===== config.mk =====
export PLATFORM = sky130hd
export DESIGN_NAME = simd_mac_acc
export DESIGN_NICKNAME = d
export VERILOG_FILES = /design/src/rtl/simd_pkg.sv /design/src/rtl/simd_lane_add.sv /design/src/rtl/simd_mac_acc.sv
export SDC_FILE = /design/constraint.sdc
export NUM_CORES = 1
export LEC_CHECK = 0
export CAP_MARGIN = 10
export CORE_UTILIZATION = 40
export DETAILED_ROUTE_END_ITERATION = 12
export DONT_BUFFER_PORTS = 1
export GPL_TIMING_DRIVEN = 0
export PLACE_DENSITY = 0.62
export SLEW_MARGIN = 20
export SYNTH_ARGS = -nofsm -noshare
export SYNTH_HDL_FRONTEND = slang
export SYNTH_SLANG_ARGS = --single-unit

===== constraint.sdc =====
create_clock -name clk -period 2.6 [get_ports clk]
set_input_delay 0.26 -clock clk [delete_from_list [all_inputs] [get_ports clk]]
set_output_delay 0.26 -clock clk [all_outputs]
set_load 0.005 [all_outputs]

===== src/rtl/simd_pkg.sv =====
// Shared SIMD definitions: lane modes, H/O/Q decode, lane masks and the
// accumulator run states. Used by simd_lane_add and simd_mac_acc.
package simd_pkg;

  typedef enum logic [1:0] {
    MODE_Q = 2'd0,
    MODE_O = 2'd1,
    MODE_H = 2'd2
  } mode_t;

  typedef enum logic [1:0] {
    IDLE  = 2'd0,
    ACC   = 2'd1,
    DRAIN = 2'd2
  } state_t;

  localparam logic [15:0] LANE_MASK_Q = 16'h000F;
  localparam logic [15:0] LANE_MASK_O = 16'h00FF;
  localparam logic [15:0] LANE_MASK_H = 16'hFFFF;

  // H wins over O, O over Q; nothing set falls back to Q like the multiplier.
  function automatic mode_t decode_mode(input logic h, input logic o, input logic q);
    mode_t m;
    if (h) begin
      m = MODE_H;
    end else if (o) begin
      m = MODE_O;
    end else begin
      m = MODE_Q;
    end
    return m;
  endfunction

endpackage


===== src/rtl/simd_lane_add.sv =====
// Combinational lane-split adder (4x4, 2x8 or 1x16 bit, unsigned, no carry
// across lanes). Define SIMD_ACC_SAT_EN to clamp a carrying lane to all-ones.
module simd_lane_add
  import simd_pkg::*;
(
  input  logic [15:0] a,
  input  logic [15:0] b,
  input  mode_t       mode,
  output logic [15:0] sum,
  output logic [3:0]  carry
);

  logic [4:0]  q_raw_s [4];
  logic [8:0]  o_raw_s [2];
  logic [16:0] h_raw_s;
  logic [15:0] q_sum_s;
  logic [15:0] o_sum_s;
  logic [15:0] h_sum_s;
  logic [3:0]  q_c_s;
  logic [1:0]  o_c_s;
  logic        h_c_s;

  for (genvar i = 0; i < 4; i++) begin : g_q
    assign q_raw_s[i] = {1'b0, a[4*i +: 4]} + {1'b0, b[4*i +: 4]};
    assign q_c_s[i]   = q_raw_s[i][4];
`ifdef SIMD_ACC_SAT_EN
    assign q_sum_s[4*i +: 4] = q_raw_s[i][4] ? LANE_MASK_Q[3:0] : q_raw_s[i][3:0];
`else
    assign q_sum_s[4*i +: 4] = q_raw_s[i][3:0];
`endif
  end

  for (genvar j = 0; j < 2; j++) begin : g_o
    assign o_raw_s[j] = {1'b0, a[8*j +: 8]} + {1'b0, b[8*j +: 8]};
    assign o_c_s[j]   = o_raw_s[j][8];
`ifdef SIMD_ACC_SAT_EN
    assign o_sum_s[8*j +: 8] = o_raw_s[j][8] ? LANE_MASK_O[7:0] : o_raw_s[j][7:0];
`else
    assign o_sum_s[8*j +: 8] = o_raw_s[j][7:0];
`endif
  end

  assign h_raw_s = {1'b0, a} + {1'b0, b};
  assign h_c_s   = h_raw_s[16];
`ifdef SIMD_ACC_SAT_EN
  assign h_sum_s = h_raw_s[16] ? LANE_MASK_H : h_raw_s[15:0];
`else
  assign h_sum_s = h_raw_s[15:0];
`endif

  // Select the lane split for the requested mode.
  always_comb begin
    sum   = q_sum_s;
    carry = q_c_s;
    case (mode)
      MODE_Q: begin
        sum   = q_sum_s;
        carry = q_c_s;
      end
      MODE_O: begin
        sum   = o_sum_s;
        carry = {2'b00, o_c_s};
      end
      MODE_H: begin
        sum   = h_sum_s;
        carry = {3'b000, h_c_s};
      end
      default: begin
        sum   = q_sum_s;
        carry = q_c_s;
      end
    endcase
  end

endmodule


===== src/rtl/simd_mac_acc.sv =====
// Lane-wise multiply-accumulate back end: sums SIMD product beats per run
// and presents acc/count/overflow on a valid/ready port. Option: SIMD_ACC_SAT_EN.
module simd_mac_acc
  import simd_pkg::*;
#(
  parameter int CNT_W = 8
) (
  input  logic             clk,
  input  logic             rst_n,
  input  logic             in_valid,
  output logic             in_ready,
  input  logic [15:0]      in_prod,
  input  logic             in_last,
  input  logic             H,
  input  logic             O,
  input  logic             Q,
  output logic             out_valid,
  input  logic             out_ready,
  output logic [15:0]      out_acc,
  output logic [CNT_W-1:0] out_cnt,
  output logic [3:0]       out_ovf,
  output logic             mode_err
);

  localparam logic [CNT_W-1:0] CNT_MAX = {CNT_W{1'b1}};
  localparam logic [CNT_W-1:0] CNT_ONE = {{(CNT_W-1){1'b0}}, 1'b1};

  state_t           state_r;
  mode_t            mode_r;
  mode_t            beat_mode_s;
  logic [15:0]      acc_r;
  logic [CNT_W-1:0] cnt_r;
  logic [3:0]       ovf_r;
  logic             mode_err_r;
  logic             in_ready_r;
  logic             out_valid_r;
  logic             accept_s;
  logic [15:0]      sum_s;
  logic [3:0]       carry_s;

  assign beat_mode_s = decode_mode(H, O, Q);
  assign accept_s    = in_valid & in_ready_r;

  simd_lane_add u_lane_add (
    .a     (acc_r),
    .b     (in_prod),
    .mode  (mode_r),
    .sum   (sum_s),
    .carry (carry_s)
  );

  // Run state machine; every output comes straight from a register here.
  always_ff @(posedge clk or negedge rst_n) begin
    if (!rst_n) begin
      state_r     <= IDLE;
      mode_r      <= MODE_Q;
      acc_r       <= 16'h0000;
      cnt_r       <= '0;
      ovf_r       <= 4'b0000;
      mode_err_r  <= 1'b0;
      in_ready_r  <= 1'b1;
      out_valid_r <= 1'b0;
    end else begin
      case (state_r)
        IDLE: begin
          if (accept_s) begin
            mode_r <= beat_mode_s;
            acc_r  <= in_prod;
            cnt_r  <= CNT_ONE;
            ovf_r  <= 4'b0000;
            if (in_last) begin
              state_r     <= DRAIN;
              in_ready_r  <= 1'b0;
              out_valid_r <= 1'b1;
            end else begin
              state_r <= ACC;
            end
          end else begin
            state_r <= IDLE;
          end
        end
        ACC: begin
          if (accept_s) begin
            // A beat in a different mode is still summed in the latched split.
            acc_r <= sum_s;
            ovf_r <= ovf_r | carry_s;
            if (cnt_r != CNT_MAX) begin
              cnt_r <= cnt_r + CNT_ONE;
            end else begin
              cnt_r <= cnt_r;
            end
            if (beat_mode_s != mode_r) begin
              mode_err_r <= 1'b1;
            end else begin
              mode_err_r <= mode_err_r;
            end
            if (in_last) begin
              state_r     <= DRAIN;
              in_ready_r  <= 1'b0;
              out_valid_r <= 1'b1;
            end else begin
              state_r <= ACC;
            end
          end else begin
            state_r <= ACC;
          end
        end
        DRAIN: begin
          if (out_ready) begin
            state_r     <= IDLE;
            acc_r       <= 16'h0000;
            cnt_r       <= '0;
            ovf_r       <= 4'b0000;
            in_ready_r  <= 1'b1;
            out_valid_r <= 1'b0;
          end else begin
            state_r <= DRAIN;
          end
        end
        default: begin
          state_r     <= IDLE;
          acc_r       <= 16'h0000;
          cnt_r       <= '0;
          ovf_r       <= 4'b0000;
          in_ready_r  <= 1'b1;
          out_valid_r <= 1'b0;
        end
      endcase
    end
  end

  assign in_ready  = in_ready_r;
  assign out_valid = out_valid_r;
  assign out_acc   = acc_r;
  assign out_cnt   = cnt_r;
  assign out_ovf   = ovf_r;
  assign mode_err  = mode_err_r;

endmodule


Word-level counts from Yosys, hierarchy flattened
Cells that the tools add are included.
{"block": "word_totals", "regBits": 35, "latchBits": 0, "ramBits": 0, "romBits": 0, "input_bits": 24, "out_inout_bits": 31, "word_cells": 67, "n_memories": 0}
{"block": "classes", "add_sub_neg": 8, "multipliers": 0, "div": 0, "order_cmp": 0, "eq_ne": 12, "n_shift": 0, "n_mux": 30, "bitwise": 2, "reduce_logical": 7}
{"cell": "$mux W16", "n": 3}
{"cell": "$pmux W16 S3", "n": 1}
{"cell": "$mux W8", "n": 4}
{"cell": "$pmux W16 S2", "n": 1}
{"cell": "$pmux W8 S3", "n": 1}
{"cell": "$add A4 B4 Y5", "n": 4}
{"cell": "$add A8 B8 Y9", "n": 2}
{"cell": "$add A16 B16 Y17", "n": 1}
{"cell": "$mux W4", "n": 3}
{"cell": "$pmux W4 S3", "n": 1}
{"cell": "$mux W2", "n": 5}
{"cell": "$reduce_and A3 Y1", "n": 3}
{"cell": "$add A8 B1 Y8 const B", "n": 1}
{"cell": "$ne A2 B2 Y1 const B", "n": 4}
{"cell": "$ne A8 B8 Y1 const B", "n": 1}
{"cell": "$pmux W4 S2", "n": 1}
{"cell": "$mux W1", "n": 7}
{"cell": "$pmux W2 S3", "n": 1}
{"cell": "$eq A2 B1 Y1 const B", "n": 2}
{"cell": "$eq A2 B2 Y1 const B", "n": 2}
{"cell": "$ne A2 B1 Y1 const B", "n": 2}
{"cell": "$or A4 B4 Y4", "n": 1}
{"cell": "$pmux W1 S2", "n": 2}
{"cell": "$reduce_and A4 Y1", "n": 1}
{"cell": "5 further kinds", "n": 5}

Depth between registers and ports, before layout
Gate-level depths: netlist of run 1.
{"block": "depth", "depth_word": 5, "mapped_depth": 9, "depth_no_buf": 9}

Cells and area by module
From an unflattened synthesis of run 1, not the netlist that was laid out.
{"block": "hier_totals", "cells_unflattened": 370, "hier_area_um2": 3040.4}
{"module": "simd_mac_acc", "n_inst": 1, "cells_each": 166, "area_each_um2": 1697.9, "seq_area_each_um2": 877.1}
{"module": "simd_lane_add", "n_inst": 1, "cells_each": 204, "area_each_um2": 1342.5, "seq_area_each_um2": 0.0}

Worst setup path before layout of run 1
No wires, ideal clock.
{"block": "synth_path", "path_type": "register to register", "from": "register acc_r[0], in the netlist out_acc[0]", "to": "register acc_r[12], in the netlist out_acc[12]", "setup_ns": 0.126, "arrival_time_ns": 2.110, "required_ns": 2.474, "setup_slack_ns": 0.364, "path_stages_with_launch": 9, "path_buffers": 0, "period_less_slack_ns": 2.236, "path_cell_list": "dfrtp_1 > ha_1 > fa_1 > a211oi_1 > nor2_1 > a21oi_2 > o21ai_1 > a21o_1 > a221o_1"}
{"block": "synth_between", "elab_chain_cells": 4}
{"element": "from (decl)", "line_no": "simd_mac_acc.sv:31", "rtl": "logic [15:0] acc_r;"}
{"element": "from (signal assigned)", "line_no": "simd_mac_acc.sv:68", "rtl": "acc_r <= in_prod;"}
{"element": "from (signal assigned)", "line_no": "simd_mac_acc.sv:85", "rtl": "acc_r <= sum_s;"}
{"element": "$add A16 B16 Y17", "line_no": "simd_lane_add.sv:43", "rtl": "assign h_raw_s = {1'b0, a} + {1'b0, b};"}
{"element": "$pmux W16 S2", "line_no": "simd_lane_add.sv:55", "rtl": "case (mode)"}
{"element": "$mux W16", "line_no": "simd_mac_acc.sv:83", "rtl": "if (accept_s) begin"}
{"element": "$pmux W16 S3", "line_no": "simd_mac_acc.sv:64", "rtl": "case (state_r)"}
No other way between the ends. The select of a mux whose other input is x is not followed.
A chain may end at the register's enable or synchronous reset.

Final worst setup path of run 1
{"block": "layout_path", "from": "register acc_r[0], in the netlist out_acc[0]", "to": "register acc_r[14], in the netlist out_acc[14]"}
Same word-level chain as after synthesis.

==> results of run 1 <==
==> repair_timing <==
item,CTS,global route
endpoints found under the setup margin,1,4
hold buffers,2,0
gates resized for setup,1,2
endpoints found under the hold margin,35,0
gates cloned,0,0
setup buffers,0,0
==> stage by stage <==
stage | instance area, um^2 | util | total power (W)
after floorplan | 2840 | - | 0.0006097
after global placement | 2960 | 0.4333 | 0.0006181
after detailed placement | 2960 | 0.4333 | 0.0006210
after CTS | 3079 | 0.4507 | 0.001041
after global routing | 3089 | 0.4522 | 0.001074
final | 3089 | 0.4522 | 0.001028
==> synthesized netlist by cell type, types with 2 or more instances <==
master / instances / area share
sky130_fd_sc_hd__xor2_1: 12 / 0.037
sky130_fd_sc_hd__o221ai_1: 2 / 0.0062
sky130_fd_sc_hd__a22oi_1: 3 / 0.0079
sky130_fd_sc_hd__xnor2_1: 10 / 0.031
sky130_fd_sc_hd__nor3_1: 4 / 0.0070
sky130_fd_sc_hd__nor2_1: 33 / 0.044
sky130_fd_sc_hd__fa_1: 4 / 0.028
sky130_fd_sc_hd__clkbuf_1: 9 / 0.012
sky130_fd_sc_hd__buf_4: 2 / 0.0053
sky130_fd_sc_hd__nand2_1: 27 / 0.036
sky130_fd_sc_hd__a211oi_1: 6 / 0.016
sky130_fd_sc_hd__ha_1: 19 / 0.084
sky130_fd_sc_hd__a221oi_1: 5 / 0.015
sky130_fd_sc_hd__and3_1: 8 / 0.018
sky130_fd_sc_hd__nand4_1: 4 / 0.0088
sky130_fd_sc_hd__nand2b_1: 4 / 0.0088
sky130_fd_sc_hd__o211ai_1: 4 / 0.011
sky130_fd_sc_hd__nand3b_1: 2 / 0.0053
sky130_fd_sc_hd__a21oi_1: 26 / 0.046
sky130_fd_sc_hd__mux2_2: 3 / 0.012
sky130_fd_sc_hd__dfrtp_1: 34 / 0.30
sky130_fd_sc_hd__a31oi_1: 9 / 0.020
sky130_fd_sc_hd__inv_1: 12 / 0.016
sky130_fd_sc_hd__a22o_1: 3 / 0.0093
sky130_fd_sc_hd__o21ai_0: 31 / 0.055
sky130_fd_sc_hd__a311oi_1: 2 / 0.0062
sky130_fd_sc_hd__nor2b_1: 7 / 0.015
sky130_fd_sc_hd__nand3_1: 7 / 0.012
sky130_fd_sc_hd__o21a_1: 2 / 0.0053
sky130_fd_sc_hd__a21oi_2: 2 / 0.0062
sky130_fd_sc_hd__a21o_1: 6 / 0.016
sky130_fd_sc_hd__o21ai_1: 3 / 0.0053
sky130_fd_sc_hd__buf_2: 6 / 0.011
sky130_fd_sc_hd__a41oi_1: 3 / 0.0093
==> layout make-up <==
class,count,area [um^2],share of cell area
inverter,12,45.04,0.01458
sequential,35,877.1,0.2839
tap,96,120.1,0.03888
clock inverter,1,5.005,0.001620
multi-input combinational,271,1848,0.5982
clock buffer,7,76.32,0.02471
buffer,19,87.58,0.02835
timing repair buffer,2,30.03,0.009721
==> critical path: stages (launching register included) <==
cell and delay, ns:
sky130_fd_sc_hd__dfrtp_1 0.43, sky130_fd_sc_hd__ha_1 0.26, sky130_fd_sc_hd__fa_1 0.44, sky130_fd_sc_hd__a211oi_2 0.26, sky130_fd_sc_hd__o21bai_1 0.12, sky130_fd_sc_hd__a41oi_2 0.25
sky130_fd_sc_hd__o221ai_1 0.18, sky130_fd_sc_hd__or2_0 0.28, sky130_fd_sc_hd__a31oi_1 0.17
==> flip-flops by register name, indices dropped and copies added (netlist names) <==
name       flops
out_acc       16
out_cnt        8
out_ovf        4
mode_r         2
state_r        2
in_ready       1
mode_err       1
out_valid      1
==> worst min-delay path by stage <==
stage,start,endpoint,depth (start not counted)
6_report,H,mode_r[1]$_DFFE_PN0P_,2
5_1_grt,H,mode_r[1]$_DFFE_PN0P_,2
4_1_cts,H,mode_r[1]$_DFFE_PN0P_,2
3_5_place_dp,rst_n,out_cnt[2]$_DFFE_PN0P_,0
3_3_place_gp,rst_n,out_cnt[2]$_DFFE_PN0P_,0
2_1_floorplan,rst_n,mode_err$_DFFE_PN0P_,0
==> where the power goes <==
group,switching (W),leakage (nW),internal [W]
clock network,0.000211,0.0422,0.000188
registers,0,0.470,0.000544
logic,0.0000518,0.845,0.0000321
total,0.000263,1.36,0.000764
==> cell families after synthesis <==
kind of cell | count (synthesis) | synth area share
compound gates | 119 | 0.2753
simple gates | 103 | 0.1740
flops | 35 | 0.3088
buf+inv | 31 | 0.04669
fa+ha+maj | 23 | 0.1119
xor+xnor | 22 | 0.06784
mux | 4 | 0.01542
==> metal layers <==
layer / up-vias / wire length [um] / global-route usage
li1: 1249 / - / -
met4: 0 / 134 / 0.07424
met5: - / 0 / 0
met3: 13 / 697 / 0.06286
met1: 1281 / 3511 / 0.3010
met2: 85 / 3905 / 0.3723
==> out/summary.log, run 1 <==
[setup_path] worst r2r dst out_acc[14]$_DFFE_PN0P_
[place] # placed instances 433
[synthesis] post-synthesis net count 384
[clock_tree] Clock Latency Late Sink 0.29 ns
[finish] most frequent standard cell in the layout excluding fill and tap cells sky130_fd_sc_hd__dfrtp_1
[finish] number of standard cells in the final layout excluding fillers 443
[place] number of port buffers 0
[power] Static Leak 1.357 nW
[finish] fraction of final layout cells with drive strength greater than 1 0.09222
[timing] setup clock skew after layout 0.005362 ns
[grt] via count of the first global-routing pass 2,566
[grt] maximum number of pins on one net before global-route repair 36
[setup_path] required arrival time at the worst endpoint 2.82 ns
[setup_path] endpoint of the most critical setup path out_acc[14]$_DFFE_PN0P_
[run_status] status complete, no violations
[timing] Least-Margin Pin Slew 0.8101 ns
[worst_hold_path] Hold Crit Class in -> reg
[setup_path] r2r startpoint out_acc[0]$_DFFE_PN0P_
[synthesis] number of cells produced by synthesis 337
[timing] hold violation total from the final report 0
[synthesis] share of flip-flops with an asynchronous set or reset after synthesis 1.000
[place] post-detailed-placement half-perimeter wirelength 6136 um
[setup_path] CP endpoint kind flip-flop
[grt] first-pass GRT wire length 13,190 um
[clock_tree] clock tree from TritonCTS yes
[die] starting density of the core 0.4158
[timing] Final Cycle Share 0.9476
[setup_path] worst r2r path cells 8
[detailed_routing] number of remaining DRC errors 0
[grt] antenna violations before repair 0
[die] total die area 0.007442 mm^2
[timing] minimum period implied by the final worst setup slack 2.464 ns
[timing] unrepaired setup endpoints after global routing false
[synthesis] dominant synthesized flop cell sky130_fd_sc_hd__dfrtp_1
[clock_tree] number of sinks on the clock net 35
[clock_tree] Bufs on Longest Clock Path 2
[die] Vert. Die Dim 86.27 um
[synthesis] synth unique cells 57
[setup_path] register-to-register path setup slack 0.14 ns
[clock_tree] TritonCTS buffer count 5
[detailed_routing] post-route antenna net violation count 0
[finish] most frequent cells in the layout sky130_fd_sc_hd__dfrtp_1, sky130_fd_sc_hd__nor2_1, sky130_fd_sc_hd__o21ai_0
[power] Pwr Density 332.6 mW/mm^2
[timing] Worst slew margin 0.4579
[clock_tree] Clock Tree Root sky130_fd_sc_hd__clkbuf_8
[finish] fill count 721
[synthesis] number of enable-type register cells in the synthesized netlist 0
[synthesis] count of synthesis-stage warnings from yosys 0
[timing] least setup slack across all paths after layout 0.1362 ns
[synthesis] average instance area after synthesis 8.428 um^2
[detailed_routing] number of detailed-routing iterations run before antenna repair 4
[grt] overall routing resource usage 0.2311
[power] IR Drop Worst-Case VDD 0.1925 mV
[grt] total congestion overflow 0
[timing] # setup viols final 0
[detailed_routing] average wire length per cell after detail routing 18.62 um
[place] placer congestion estimate 0.8981
[timing] final hold slack 0.08013 ns
[setup_path] startpoint of the worst setup timing path out_acc[0]$_DFFE_PN0P_
[timing] accumulated negative setup slack 0 ns
[setup_path] Worst Path Arrival 2.68 ns
[timing] max-slew violation count 0
[die] count of boundary I/O pins 55
[finish] post-layout net count 393
[die] Die W 86.27 um
[place] Setup Slack @ Placement -0.007326 ns
[clock_tree] H-tree lvl count 2
[synthesis] sequential share of the synthesized area 0.3088
[timing] highest achievable clock rate 405.9 MHz
[finish] antenna cells 0
[synthesis] register bit total from synthesis 35
[detailed_routing] count of vias placed by the detailed router 2,628
[synthesis] Synth Cell Area 0.002840 mm^2
[die] Core Footprint 0.006832 mm^2
[detailed_routing] via count normalized by instance count 5.932
[run] number of maximum-capacitance constraint violations 0
[setup_path] maximum fanout count along the critical path 3
[finish] Syn-to-layout area delta 8.766%
[detailed_routing] number of violations reported at the end of detailed-routing iteration 0 174
[setup_path] startpoint-to-endpoint class of the critical path reg -> reg
[setup_path] kind of start point of the critical path flip-flop
[die] Placement Rows 30
[clock_tree] Clock transition at path regs 0.08 ns
[detailed_routing] total wirelength of the detailed-routed design 8249 um
Note: power is estimated with default switching activity, not from simulation.
==> run 2, diff against run 1 <==
--- a/config.mk
+++ b/config.mk
@@ -6,11 +6,12 @@
 export NUM_CORES = 1
 export LEC_CHECK = 0
 export CAP_MARGIN = 10
-export CORE_UTILIZATION = 40
+export CORE_UTILIZATION = 30
 export DETAILED_ROUTE_END_ITERATION = 12
 export DONT_BUFFER_PORTS = 1
 export GPL_TIMING_DRIVEN = 0
-export PLACE_DENSITY = 0.62
+export HOLD_SLACK_MARGIN = 0.12
+export PLACE_DENSITY = 0.52
 export SLEW_MARGIN = 20
 export SYNTH_ARGS = -nofsm -noshare
 export SYNTH_HDL_FRONTEND = slang
==> out/summary.log, run 2 (same netlist as run 1, synthesis figures left out) <==
[run_status] status complete, no violations
[finish] most frequent standard cell in the layout excluding fill and tap cells sky130_fd_sc_hd__dfrtp_1
[power] Static Leak 1.390 nW [+2.5%]
[clock_tree] post-CTS setup repair buffer count 0 [unchanged]
[timing] setup clock skew after layout 0.006573 ns [+0.001211 ns]
[grt] total congestion overflow 0 [unchanged]
[finish] antenna cells 0 [unchanged]
[setup_path] maximum cell stage delay along the critical path 0.44 ns [about the same]
[timing] max-slew violation count 0 [unchanged]
[finish] Syn-to-layout area delta 11.81%
[setup_path] required arrival time at the worst endpoint 2.78 ns [-0.04 ns]
[finish] fraction of final layout cells with drive strength greater than 1 0.09429 [+0.002067]
[setup_path] startpoint-to-endpoint class of the critical path reg -> reg
[detailed_routing] via count normalized by instance count 5.683 [-4.2%]
[clock_tree] Bufs on Longest Clock Path 2 [unchanged]
[setup_path] Worst Path Arrival 2.71 ns [+0.03 ns]
[clock_tree] Clock transition at path regs 0.08 ns [about the same]
[die] count of boundary I/O pins 55 [unchanged]
[die] starting density of the core 0.3088 [-0.1069]
[power] IR Drop Worst-Case VDD 0.1700 mV [-12%]
[grt] maximum number of pins on one net before global-route repair 36 [unchanged]
[setup_path] maximum fanout count along the critical path 4 [+1]
[die] Placement Rows 35 [+17%]
[die] Core Footprint 0.009196 mm^2 [+35%]
[power] total design power 0.001165 W [+13%]
[setup_path] kind of start point of the critical path flip-flop
[clock_tree] Clock Tree Root sky130_fd_sc_hd__clkbuf_8
[grt] first-pass GRT wire length 13,860 um [+5.1%]
[setup_path] Worst Path Buf+Inv 0 [unchanged]
[timing] highest achievable clock rate 395.1 MHz [-2.7%]
[grt] via count of the first global-routing pass 2,619 [+2.1%]
[place] number of port buffers 0 [unchanged]
[timing] unrepaired setup endpoints after global routing false
[clock_tree] clock tree from TritonCTS yes
[finish] number of standard cells in the final layout excluding fillers 461 [+4.1%]
[timing] # setup viols final 0 [unchanged]
[die] Die W 99.30 um [+15%]
[run] number of maximum-capacitance constraint violations 0 [unchanged]
[detailed_routing] total wirelength of the detailed-routed design 8673 um [+5.1%]
[clock_tree] H-tree lvl count 2 [unchanged]
[timing] minimum period implied by the final worst setup slack 2.531 ns [+0.06722 ns]
[detailed_routing] average wire length per cell after detail routing 18.81 um [+1.0%]
[finish] most frequent cells in the layout sky130_fd_sc_hd__dfrtp_1, sky130_fd_sc_hd__nor2_1, sky130_fd_sc_hd__o21ai_0
[place] post-detailed-placement half-perimeter wirelength 6463 um [+5.3%]
[detailed_routing] number of detailed-routing iterations run before antenna repair 4 [unchanged]
[detailed_routing] count of vias placed by the detailed router 2,620 [-0.30%]
[clock_tree] number of sinks on the clock net 35 [unchanged]
[setup_path] cells traversed along the worst timing path ha_1, a211oi_1, o211ai_1, a41oi_1, xnor2_1, a31oi_1, o41ai_1
[grt] overall routing resource usage 0.1805 [-0.05061]
[timing] Worst slew margin 0.4376 [-0.02034]
[timing] Least-Margin Pin Slew 0.8372 ns [+0.02707 ns]
[clock_tree] Clock Latency Late Sink 0.29 ns [about the same]
[timing] hold violation total from the final report 0 [unchanged]
[setup_path] Crit path max-delay family compound AO/OA/AOI/OAI gates
[worst_hold_path] Hold Crit Class in -> reg
[grt] antenna violations before repair 0 [unchanged]
[detailed_routing] number of violations reported at the end of detailed-routing iteration 0 149 [-14%]
[place] # placed instances 448 [+3.5%]
[place] placer congestion estimate 0.8855 [-1.4%]
[die] total die area 0.009860 mm^2 [+33%]
[finish] post-layout net count 396 [+0.76%]
[power] Pwr Density 366.8 mW/mm^2 [+10%]
[die] Vert. Die Dim 99.30 um [+15%]
[timing] accumulated negative setup slack 0 ns [unchanged]
[finish] number of flip-flops under the largest register name 16 [unchanged]
[setup_path] CP endpoint kind flip-flop
[timing] Final Cycle Share 0.9735 [+0.02585]
[timing] final hold slack 0.1318 ns [+0.05170 ns]
[detailed_routing] post-route antenna net violation count 0 [unchanged]
[setup_path] highest-delay cell along the critical path sky130_fd_sc_hd__dfrtp_1
[clock_tree] TritonCTS buffer count 5 [unchanged]
[detailed_routing] number of remaining DRC errors 0 [unchanged]
## run 2: per-layer routing
layer	vias to the layer above	part of all wire	track usage
li1	1256	-	-
met1	1282	0.44	0.2442
met2	74	0.47	0.2970
met3	8	0.083	0.04076
met4	0	0.0083	0.03281
met5	-	0	0
## run 2: metrics by stage
step / worst slack (ns) / utilization / cell area (um^2)
final: 0.06898 / 0.3453 / 3176
after global routing: 0.0002032 / 0.3453 / 3176
after CTS: 0.1007 / 0.3452 / 3174
after detailed placement: 0.02769 / 0.3239 / 2979
after global placement: 0.01540 / 0.3239 / 2979
after floorplan: 0.3638 / - / 2840
## run 2: worst reg2reg max path: stages, from the launching register on
cell,delay [ns]
sky130_fd_sc_hd__dfrtp_1,0.44
sky130_fd_sc_hd__ha_1,0.31
sky130_fd_sc_hd__a211oi_1,0.42
sky130_fd_sc_hd__o211ai_1,0.20
sky130_fd_sc_hd__a41oi_1,0.38
sky130_fd_sc_hd__xnor2_1,0.18
sky130_fd_sc_hd__a31oi_1,0.14
sky130_fd_sc_hd__o41ai_1,0.35
## run 2: path summary, 6_finish.rpt
path,start,to,slack (ns),depth (start not counted)
setup / recovery,out_acc[1]$_DFFE_PN0P_,out_acc[11]$_DFFE_PN0P_,0.07,7
hold / removal,in_valid,in_ready$_DFFE_PN1P_,0.13,3
setup reg to reg,out_acc[1]$_DFFE_PN0P_,out_acc[11]$_DFFE_PN0P_,0.07,7
hold reg to reg,in_ready$_DFFE_PN1P_,in_ready$_DFFE_PN1P_,0.50,2
max in group asynchronous,rst_n,in_ready$_DFFE_PN1P_,1.90,2
min in group asynchronous,rst_n,out_acc[13]$_DFFE_PN0P_,0.43,2
## run 2: timing repair
action	4_1_cts	5_1_grt
gates resized for setup	1	1
hold endpoints to repair	39	0
hold buffers	6	0
setup endpoints to repair	1	3
pin swaps	0	1
## run 2: final cells by class
class | instances | area (um^2)
Buffer | 18 | 83.83
Clock buffer | 6 | 82.58
Clock inverter | 2 | 35.03
Fill cell | 980 | 6021
Inverter | 12 | 45.04
Multi-Input combinational cell | 271 | 1843
Sequential cell | 35 | 877.1
Tap cell | 111 | 138.9
Timing Repair Buffer | 6 | 70.07
## run 2: where the power goes
group	internal (W)	switching, W
registers	0.000544	0
clock network	0.000311	0.000223
logic	0.0000356	0.0000518
==> run 3, diff against run 2 <==
--- a/config.mk
+++ b/config.mk
@@ -15,4 +15,5 @@
 export SLEW_MARGIN = 20
 export SYNTH_ARGS = -nofsm -noshare
 export SYNTH_HDL_FRONTEND = slang
+export SYNTH_HIERARCHICAL = 1
 export SYNTH_SLANG_ARGS = --single-unit
==> constraint.sdc (replaced) <==
create_clock -name clk -period 2.6 [get_ports clk]
set_input_delay 0.26 -clock clk [delete_from_list [all_inputs] [get_ports clk]]
set_output_delay 0.26 -clock clk [all_outputs]
set_load 0.02 [all_outputs]
==> out/summary.log, run 3 <==
[worst_hold_path] Hold Crit Class in -> reg
[synthesis] Synth area leaders sky130_fd_sc_hd__dfrtp_1, sky130_fd_sc_hd__ha_1, sky130_fd_sc_hd__mux2i_1
[power] part of the power in registers 0.463 [-0.004]
[clock_tree] H-tree lvl count 2 [unchanged]
[die] total die area 0.01054 mm^2 [+6.9%]
[die] count of boundary I/O pins 55 [unchanged]
[power] proportion of power drawn by combinational gates 0.088 [+0.013]
[detailed_routing] number of detailed-routing iterations run before antenna repair 4 [unchanged]
[setup_path] Worst Path Arrival 2.72 ns [about the same]
[timing] # setup viols final 0 [unchanged]
[finish] antenna cells 0 [unchanged]
[synthesis] ranking of synthesized cells by instance count sky130_fd_sc_hd__nand2_1, sky130_fd_sc_hd__dfrtp_1, sky130_fd_sc_hd__nor2_1
[setup_path] required arrival time at the worst endpoint 2.81 ns [+0.03 ns]
[setup_path] worst r2r dst out_acc[10]$_DFFE_PN0P_
[detailed_routing] total wirelength of the detailed-routed design 8958 um [+3.3%]
[finish] post-layout net count 430 [+8.6%]
[run] number of maximum-capacitance constraint violations 0 [unchanged]
[clock_tree] TritonCTS buffer count 5 [unchanged]
[synthesis] post-synthesis net count 417 [+8.6%]
[setup_path] startpoint-to-endpoint class of the critical path reg -> reg
[synthesis] sequential share of the synthesized area 0.2885 [-0.02033]
[worst_hold_path] launch point of the worst hold path out_ready
[setup_path] maximum fanout count along the critical path 4 [unchanged]
[synthesis] register bit total from synthesis 35 [unchanged]
[place] post-detailed-placement half-perimeter wirelength 6553 um [+1.4%]
[power] Power Internal 0.0008710 W [-2.2%]
[power] Static Leak 1.430 nW [+2.8%]
[detailed_routing] number of remaining DRC errors 0 [unchanged]
[finish] number of flip-flops under the largest register name 16 [unchanged]
[detailed_routing] average wire length per cell after detail routing 17.33 um [-7.9%]
[grt] antenna violations before repair 0 [unchanged]
[timing] setup clock skew after layout 0.01047 ns [+0.003902 ns]
[die] Core Footprint 0.009819 mm^2 [+6.8%]
[setup_path] kind of start point of the critical path flip-flop
[synthesis] cell with the most instances after synthesis sky130_fd_sc_hd__nand2_1
[power] power share of the clock group 0.449 [-0.009]
[detailed_routing] count of vias placed by the detailed router 2,798 [+6.8%]
[timing] Least-Margin Pin Slew 0.6965 ns [-0.1407 ns]
[synthesis] average instance area after synthesis 8.217 um^2 [-2.5%]
[place] # placed instances 503 [+12%]
[setup_path] worst r2r path cells 11 [+4]
[timing] minimum period implied by the final worst setup slack 2.509 ns [-0.02205 ns]
[detailed_routing] via count normalized by instance count 5.412 [-4.8%]
[timing] Worst slew margin 0.5357 [+0.09807]
[place] number of port buffers 0 [unchanged]
[synthesis] count of synthesis-stage warnings from yosys 6 [+6]
[worst_hold_path] Hold Path Cell Cnt 2 [-1]
[grt] total congestion overflow 0 [unchanged]
[clock_tree] clock tree from TritonCTS yes
[clock_tree] Clock transition at path regs 0.09 ns [about the same]
[synthesis] dominant synthesized flop cell sky130_fd_sc_hd__dfrtp_1
[clock_tree] Bufs on Longest Clock Path 2 [unchanged]
[finish] number of standard cells in the final layout excluding fillers 517 [+12%]
[synthesis] leading area contributor after synthesis sky130_fd_sc_hd__dfrtp_1
[place] placer congestion estimate 0.8535 [-3.6%]
[setup_path] register-to-register path setup slack 0.09 ns [+0.02 ns]
[die] Placement Rows 36 [+2.9%]
[timing] unrepaired setup endpoints after global routing true
[power] switching power of the nets 0.0003038 W [+11%]
[finish] Syn-to-layout area delta 14.12%
[grt] via count of the first global-routing pass 2,754 [+5.2%]
[timing] Final Cycle Share 0.9650 [-0.008480]
[synthesis] number of cells produced by synthesis 370 [+9.8%]
[power] total design power 0.001175 W [+0.85%]
[power] switching share of power 0.2586 [+0.02284]
[grt] overall routing resource usage 0.1773 [-0.003147]
[timing] highest achievable clock rate 398.6 MHz [+0.88%]
[worst_hold_path] hold-critical path endpoint in_ready$_DFFE_PN1P_
[synthesis] Synth Cell Area 0.003040 mm^2 [+7.0%]
[die] Vert. Die Dim 102.7 um [+3.4%]
[timing] max-slew violation count 0 [unchanged]
[power] IR Drop Worst-Case VDD 0.2216 mV [+30%]
[clock_tree] Clock Tree Root sky130_fd_sc_hd__clkbuf_8
[finish] fraction of final layout cells with drive strength greater than 1 0.1432 [+0.04894]
[synthesis] number of enable-type register cells in the synthesized netlist 0 [unchanged]
[synthesis] share of flip-flops with an asynchronous set or reset after synthesis 1.000 [unchanged]
[grt] maximum number of pins on one net before global-route repair 36 [unchanged]
[die] starting density of the core 0.3096 [+0.0007895]
[finish] most frequent cells in the layout sky130_fd_sc_hd__nand2_1, sky130_fd_sc_hd__dfrtp_1, sky130_fd_sc_hd__nor2_1
[detailed_routing] post-route antenna net violation count 0 [unchanged]
[detailed_routing] number of violations reported at the end of detailed-routing iteration 0 128 [-14%]
[setup_path] CP endpoint kind flip-flop
[die] Die W 102.7 um [+3.4%]
[synthesis] area fraction of the dominant cell type after synthesis 0.2798 [-0.01972]
[clock_tree] number of sinks on the clock net 35 [unchanged]
[timing] hold violation total from the final report 0 [unchanged]
[grt] first-pass GRT wire length 14,370 um [+3.6%]
[setup_path] r2r startpoint out_acc[4]$_DFFE_PN0P_
[run_status] status complete, no violations
[clock_tree] Clock Latency Late Sink 0.29 ns [about the same]
[power] Pwr Density 338.6 mW/mm^2 [-7.7%]
[finish] most frequent standard cell in the layout excluding fill and tap cells sky130_fd_sc_hd__nand2_1
[synthesis] synth unique cells 59 [+3.5%]
[run 3: cell types whose count changed in the layout (fill, tap and decap cells not counted), moves of 6 or more]
| cell | change |
|---|---|
| sky130_fd_sc_hd__ha_1 | -6 |
| sky130_fd_sc_hd__o31ai_1 | +18 |
| sky130_fd_sc_hd__nor3_1 | +8 |
| sky130_fd_sc_hd__nand2_1 | +11 |
| sky130_fd_sc_hd__xnor2_1 | -9 |
| sky130_fd_sc_hd__inv_1 | +8 |
| sky130_fd_sc_hd__mux2i_1 | +18 |
| sky130_fd_sc_hd__xor2_1 | -6 |
| sky130_fd_sc_hd__o21ai_0 | -16 |
[run 3: how the worst max path moves through the flow]
| stage | startpoint | to | slack (ns) | cells past startpoint |
|---|---|---|---|---|
| floorplan | out_acc[4]$_DFFE_PN0P_ | out_acc[10]$_DFFE_PN0P_ | 0.18 | 11 |
| global placement | out_acc[4]$_DFFE_PN0P_ | out_acc[10]$_DFFE_PN0P_ | -0.04 | 11 |
| detailed placement | out_acc[0]$_DFFE_PN0P_ | out_acc[10]$_DFFE_PN0P_ | -0.06 | 11 |
| CTS | out_acc[6]$_DFFE_PN0P_ | out_acc[10]$_DFFE_PN0P_ | 0.006 | 9 |
| global route | out_acc[4]$_DFFE_PN0P_ | out_acc[10]$_DFFE_PN0P_ | -0.04 | 11 |
| finish | out_acc[4]$_DFFE_PN0P_ | out_acc[10]$_DFFE_PN0P_ | 0.09 | 11 |
[run 3: critical path: stages (launching register included)]
cell	delay, ns
sky130_fd_sc_hd__dfrtp_2	0.48
sky130_fd_sc_hd__ha_4	0.19
sky130_fd_sc_hd__inv_2	0.05
sky130_fd_sc_hd__fa_2	0.23
sky130_fd_sc_hd__nor2b_4	0.05
sky130_fd_sc_hd__o21a_1	0.18
sky130_fd_sc_hd__or2_1	0.26
sky130_fd_sc_hd__a31o_4	0.23
sky130_fd_sc_hd__a41o_1	0.21
sky130_fd_sc_hd__a211oi_2	0.20
sky130_fd_sc_hd__mux2i_1	0.11
sky130_fd_sc_hd__o31ai_1	0.23
[run 3: power by group through the flow]
stage           logic, W  clock network [W]  registers (W)
5_1_grt         0.000117           0.000564       0.000544
4_1_cts         0.000102           0.000542       0.000544
3_5_place_dp   0.0000813                  0       0.000555
2_1_floorplan  0.0000658                  0       0.000555
6_report        0.000103           0.000528       0.000544
3_3_place_gp   0.0000793                  0       0.000555
[run 3: timing repair]
action / in CTS / in global routing
setup endpoints to repair: 3 / 8
setup buffers: 0 / 3
resized for setup: 7 / 18
pin swaps: 0 / 7
endpoints found under the hold margin: 36 / 0
hold buffers: 3 / 0
[run 3: logic make-up (layout without fill, tap and decap cells)]
| group | Yosys count | count (layout) | synth area share |
|---|---|---|---|
| and+or+nand+nor | 122 | 122 | 0.1897 |
| adders and majority gates | 23 | 23 | 0.1045 |
| AOI/OAI and AO/OA | 119 | 119 | 0.2671 |
| muxes | 21 | 21 | 0.06996 |
| buffers and inverters | 43 | 57 | 0.06008 |
| xor gates and xnor gates | 7 | 7 | 0.02017 |
| DFF | 35 | 35 | 0.2885 |
[run 3: layer usage]
layer  share of wire  GRT usage
met1            0.42     0.2160
met2            0.51     0.3128
met3           0.065    0.04746
met4          0.0035    0.03626
met5               0          0
[run 3: through the flow]
step / TNS [ns] / setup WS [ns] / instance area, um^2 / util / hold slack, ns
floorplan: 0 / 0.1803 / 3040 / - / -0.03559
global placement: -0.03801 / -0.03801 / 3207 / 0.3266 / -0.03493
detailed placement: -0.07964 / -0.05684 / 3207 / 0.3266 / -0.03511
CTS: 0 / 0.006304 / 3374 / 0.3437 / 0.1205
global route: -0.05993 / -0.04094 / 3470 / 0.3533 / 0.1336
finish: 0 / 0.09103 / 3470 / 0.3533 / 0.1253
[run 3: area by class of cell]
cell class / instances / area (um^2)
Buffer: 22 / 103.9
Timing Repair Buffer: 6 / 62.56
Clock buffer: 5 / 68.82
Inverter: 21 / 78.83
Sequential cell: 35 / 882.1
Clock inverter: 3 / 43.79
Fill cell: 1060 / 6350
Tap cell: 133 / 166.4
Multi-Input combinational cell: 292 / 2063
